### src/rtl/hs_word_sender_pkg.sv
// ---------------------------------------------------------------------------
// hs_word_sender_pkg
//
// Shared definitions for the valid/ready word handshake initiator.
//   - hs_state_t : FSM state encoding (IDLE / PRESENT / RELEASE)
//   - idx_width  : width of an index counter able to hold 0..n-1,
//                  never narrower than one bit
// ---------------------------------------------------------------------------
package hs_word_sender_pkg;

    typedef enum logic [1:0] {
        IDLE    = 2'b00,
        PRESENT = 2'b01,
        RELEASE = 2'b10
    } hs_state_t;

    // ceil(log2(n)), clamped to a minimum of 1 so a counter always exists.
    function automatic int idx_width(input int n);
        int w;
        w = 0;
        while ((1 << w) < n) begin
            w = w + 1;
        end
        if (w < 1) begin
            w = 1;
        end
        return w;
    endfunction

endpackage

### src/rtl/hs_word_sender.sv
// ---------------------------------------------------------------------------
// hs_word_sender
//
// Initiator end of the valid/ready word handshake. A wide word of
// RATIO*WORD_LENGTH bits is captured on a single-cycle load strobe and sent
// as RATIO narrow words, least-significant word first.
//
// Handshake: a transfer happens on a rising edge where tx_valid=1 and
// tx_ready=1. Once raised, tx_valid stays high and tx_data stays stable until
// that edge. After every transfer tx_valid is held low for at least one
// cycle, because the receiver only re-arms after it has seen valid low, so
// valid is never high on two consecutive words. tx_ready has no effect while
// tx_valid is low.
//
// Ports:
//   clk        in   clock, rising edge
//   reset      in   synchronous, active-high
//   load       in   capture strobe, honoured only while busy=0
//   load_data  in   wide word; [WORD_LENGTH-1:0] is sent first
//   busy       out  high while a wide word is in progress
//   done       out  one-cycle pulse after the final narrow word transferred
//   tx_data    out  narrow word to the receiver (registered)
//   tx_valid   out  word presented (registered)
//   tx_ready   in   receiver ready
// ---------------------------------------------------------------------------
module hs_word_sender
    import hs_word_sender_pkg::*;
#(
    parameter int WORD_LENGTH = 8,
    parameter int RATIO       = 4
) (
    input  logic                         clk,
    input  logic                         reset,
    input  logic                         load,
    input  logic [RATIO*WORD_LENGTH-1:0] load_data,
    output logic                         busy,
    output logic                         done,
    output logic [WORD_LENGTH-1:0]       tx_data,
    output logic                         tx_valid,
    input  logic                         tx_ready
);

    localparam int WIDE_W = RATIO * WORD_LENGTH;
    localparam int IDX_W  = idx_width(RATIO);
    localparam logic [IDX_W-1:0] LAST_IDX = IDX_W'(RATIO - 1);

    hs_state_t         state;
    logic [IDX_W-1:0]  idx;
    logic [WIDE_W-1:0] shift_reg;
    logic [WIDE_W-1:0] shift_next;

    // The word after the current one sits in the low bits once shifted.
    assign shift_next = shift_reg >> WORD_LENGTH;

    assign busy = (state != IDLE);
    assign done = (state == RELEASE) && (idx == LAST_IDX);

    always_ff @(posedge clk) begin
        if (reset) begin
            state     <= IDLE;
            idx       <= '0;
            shift_reg <= '0;
            tx_data   <= '0;
            tx_valid  <= 1'b0;
        end else begin
            case (state)
                IDLE: begin
                    // tx_data keeps the last sent word here; only reset clears it.
                    if (load) begin
                        shift_reg <= load_data;
                        tx_data   <= load_data[WORD_LENGTH-1:0];
                        idx       <= '0;
                        tx_valid  <= 1'b1;
                        state     <= PRESENT;
                    end
                end

                PRESENT: begin
                    if (tx_ready) begin
                        tx_valid <= 1'b0;
                        state    <= RELEASE;
                    end
                end

                RELEASE: begin
                    // Valid is low for this whole cycle, which is the
                    // mandatory gap between consecutive words.
                    if (idx == LAST_IDX) begin
                        state <= IDLE;
                    end else begin
                        idx       <= idx + 1'b1;
                        shift_reg <= shift_next;
                        tx_data   <= shift_next[WORD_LENGTH-1:0];
                        tx_valid  <= 1'b1;
                        state     <= PRESENT;
                    end
                end

                default: begin
                    tx_valid <= 1'b0;
                    state    <= IDLE;
                end
            endcase
        end
    end

endmodule

### config.mk
export PLATFORM = sky130hd
export DESIGN_NAME = hs_word_sender
export DESIGN_NICKNAME = d
export VERILOG_FILES = /design/src/rtl/hs_word_sender_pkg.sv /design/src/rtl/hs_word_sender.sv
export SDC_FILE = /design/constraint.sdc
export NUM_CORES = 1
export LEC_CHECK = 0
export CAP_MARGIN = 30
export CORE_ASPECT_RATIO = 1.5
export CORE_MARGIN = 2
export CORE_UTILIZATION = 36
export CTS_BUF_LIST = sky130_fd_sc_hd__clkbuf_8 sky130_fd_sc_hd__clkbuf_16
export DETAILED_ROUTE_END_ITERATION = 10
export SLEW_MARGIN = 10
export SYNTH_ARGS = -nofsm -noshare
export SYNTH_HDL_FRONTEND = slang
export SYNTH_SLANG_ARGS = --single-unit
### constraint.sdc
create_clock -name clk -period 1.7 [get_ports clk]
set_input_delay 0.51 -clock clk [delete_from_list [all_inputs] [get_ports clk]]
set_output_delay 0.51 -clock clk [all_outputs]
set_load 0.05 [all_outputs]
# == Word level (Yosys, flattened, before mapping) ==
# Index checks and enable logic that the tools add are counted.
# totals
register_bits,45
input_bits,36
output_inout_bits,11
wordCells,36
# op_classes
addsub,1
eq_ne,6
mux,17
reduce_logical,7
# ops
operator,n
$mux 32,2
$pmux 32 s2,1
$mux 8,2
$pmux 8 s2,1
$mux 2,4
$ne 2x2->1 const B,3
$pmux 2 s3,1
$reduce_and 3->1,2
$eq 2x2->1 const B,2
$mux 1,4
$pmux 2 s2,1
$reduce_bool 2->1,2
$pmux 1 s3,1
$add 2x1->2 const B,1
$eq 2x1->1 const B,1
$logic_not 2->1,1
$reduce_and 2->1,1
$logic_and 1x1->1,1

# == Longest topological paths before layout ==
# logic_depth
depth_word,3
depth_mapped,6
mapped_depth_nobuf,4

# == Worst setup path after synthesis ==
# No wires, ideal clock.
# synth_timing
path_type,register to output
startpoint,register idx[0]
endpoint,output port done
arrival_ns,1.133
required_time_ns,1.190
setup_slack_ns,0.057
stages_incl_launch_ff,3
path_buffers,0
cell_sequence,dfxtp_1 ha_1 and3b_1
# synth_between
elab_chain_cells,2
# synth_lines
element,line_no,source
start: declaration,hs_word_sender.sv:48,logic [IDX_W-1:0] idx;
start signal: assignment,hs_word_sender.sv:91,idx <= idx + 1'b1;
$eq 2x2->1,hs_word_sender.sv:56,assign done = (state == RELEASE) && (idx == LAST_IDX);
$logic_and 1x1->1,hs_word_sender.sv:56,
end: declaration,hs_word_sender.sv:37,"output logic done,"
# Every way passes these cells.

# == Final worst setup path ==
# layout_timing
startpoint,register idx[1]
endpoint,output port done
# Same word-level chain as after synthesis.

==> flow_metrics.tcl <==
set metrics [dict create \
    status "finished clean" \
    areaGrowthSynthToFinish_pct 43.37 \
    hold_path.class "flip-flop to flip-flop" \
    r2r_start "idx[1]" \
    cts_tree "yes" \
    root_buffer "clkbuf_8" \
    syn_nets 212 \
    tns_ns 0 \
    yosysTopAreaCellShare_pct 42.23 \
    critPathCapture "done" \
    dp_slack_ns -0.1753 \
    max_freq_mhz 594.8 \
    yosys_warnings 0 \
    cts.clk_slew.worst_paths_ns 0.07 \
    grt_pass1_wl_microns 6106 \
    ys_seq_area_share_pct 42.23 \
    synth_area_leaders "dfxtp_1, o221a_1, a21oi_1" \
    cts.path.max_buffers 2 \
    htreeDepth 2 \
    grt_usage_pct 15.02 \
    die_x_microns 61.00 \
    max_slew_margin_pct 76.67 \
    async_flop_share_pct 0 \
    avgViaCountPerCell 4.930 \
    wl_per_cell_microns 13.19 \
    synth-edff-count 0 \
    worst-path-max-fanout 4 \
    overflow 0 \
    synth.distinct_cells 30 \
    vias 1405 \
    clock_sinks 37 \
    ant_nets 0 \
    r2r_slack_ns 0.19 \
    cp-end-kind "output pin" \
    die_h_microns 89.50 \
    rsz0062_at_grt "yes" \
    portBuffers 46 \
    period_share_pct 98.90 \
    cap_violations 0 \
    synthTopCellsByCount "dfxtp_1, a21oi_1, inv_1, o221a_1, nand2b_1" \
    crit_type "flip-flop to output pin" \
    max-vdd-ir-drop_mv 0.5045 \
    start_util_pct 36.77 \
    setup_slack_ns 0.01871 \
    synth_seq_cells 37 \
    antenna_cells 0 \
    drv_slew 0 \
    r2r_cells 7 \
    layout-drive-gt1-share_pct 23.74 \
    boundaryPins 47 \
    yosys.area.top_type "dfxtp_1" \
    power_leakage_nw 0.9611 \
    final_nets 256 \
    synth.most_common_cell "dfxtp_1" \
    cts_made_buffers 5 \
    fin_skew_ns 0.003546 \
    grt_max_degree 46 \
    worstSetupStartpointType "flip-flop" \
    reg2reg_to "shift_reg[9]" \
    setup_viol 0 \
    period_needed_ns 1.681 \
    arrival_ns 1.17 \
    grt_pass1_vias 1477 \
    worst_hold_slack_ns 0.4958 \
    clkLatencyLatePin_ns 0.28 \
    power.density_nw_per_um2 857.3 \
    syn_inst 175 \
    place_hpwl_microns 2553 \
    drtIter0Drc 57 \
    syn_avg_cell_area_sq_um 10.02 \
    syn_area_sq_um 1754 \
    largest_reg_flops 25 \
    hold_buffers 0 \
    antenna_found_initial 0 \
    gp_congestion 0.6725 \
    worst_slew_pin_slew_ns 0.3451 \
    final_hold_viol_count 0 \
    critical_path_required_ns 1.19 \
    num_rows 31 \
    wirelength_microns 3758 \
    die-area_sq_um 5459 \
    crit_start "idx[1]" \
    synthFlopType "dfxtp_1" \
    core_sq_um 4771 \
    dr.pass1.iters 4 \
    route.detailed.drc 0 \
]
logic make-up after synthesis:
family / count (synthesis) / share of synthesized area [%]
and+or+nand+nor: 23 / 9.059
adders and majority gates: 1 / 0.7132
AOI/OAI and AO/OA: 65 / 33.38
DFF: 37 / 42.23
buffers and inverters: 49 / 14.62
timing repair:
| action | CTS | global route |
|---|---|---|
| pin swaps | 0 | 1 |
| setup buffers | 1 | 1 |
| gates resized for setup | 7 | 2 |
| endpoints found under the setup margin | 1 | 1 |
| gates cloned | 0 | 0 |
cell type report:
class                           count  area (sq um)
Clock buffer                        6         82.58
Clock inverter                      1         3.754
Fill cell                         449          2256
Inverter                           25         93.84
Multi-Input combinational cell     89         770.7
Sequential cell                    37         749.5
Tap cell                           66         82.58
Timing Repair Buffer               61         732.0
worst min path at each step:
stage	start	to	slack, ns	cells after the start
floorplan	idx[1]	idx[1]	0.46	2
global placement	idx[1]	idx[1]	0.47	2
detailed placement	shift_reg[24]	shift_reg[24]	0.49	2
CTS	shift_reg[24]	shift_reg[24]	0.50	2
global route	shift_reg[31]	shift_reg[31]	0.52	2
finish	shift_reg[24]	shift_reg[24]	0.50	2
power breakdown:
part / switching, W / internal (W) / leakage (nW)
Sequential: 0.0000534 / 0.000944 / 0.308
Combinational: 0.000250 / 0.000309 / 0.605
Clock: 0.000285 / 0.000315 / 0.0485
metal layers:
layer | vias up | wire [microns] | track usage, %
li1 | 705 | - | -
met1 | 665 | 1551 | 15.85
met2 | 30 | 1970 | 26.88
met3 | 5 | 158 | 4.052
met4 | 0 | 78 | 7.115
met5 | - | 0 | 0
critical path, stage by stage, from the launching register on:
cell and delay (ns):
dfxtp_4 0.36, ha_4 0.17, and3b_2 0.21, buf_12 0.15
stage by stage:
step           util [%]  total power (W)  instances  cell area (sq um)
2_1_floorplan         -         0.001344        175               1754
3_3_place_gp      50.04         0.001563        276               2387
3_5_place_dp      50.04         0.001580        276               2387
4_1_cts           52.43         0.002186        284               2501
5_1_grt           52.71         0.002269        285               2515
6_report          52.71         0.002156        285               2515
layout by cell type (no fill, tap or decap), drive strengths merged, types with 2 or more instances in the layout:
master	Yosys	final
a21oi	26	26
a31oi	2	2
buf	21	27
clkbuf	3	6
clkdlybuf4s50	0	34
dfxtp	37	37
inv	25	26
nand2	3	3
nand2b	10	10
nor2b	2	2
nor3b	2	2
o21ba	2	2
o21bai	2	2
o221a	24	24
o32ai	8	8
Power figures use the tool's default switching activity.
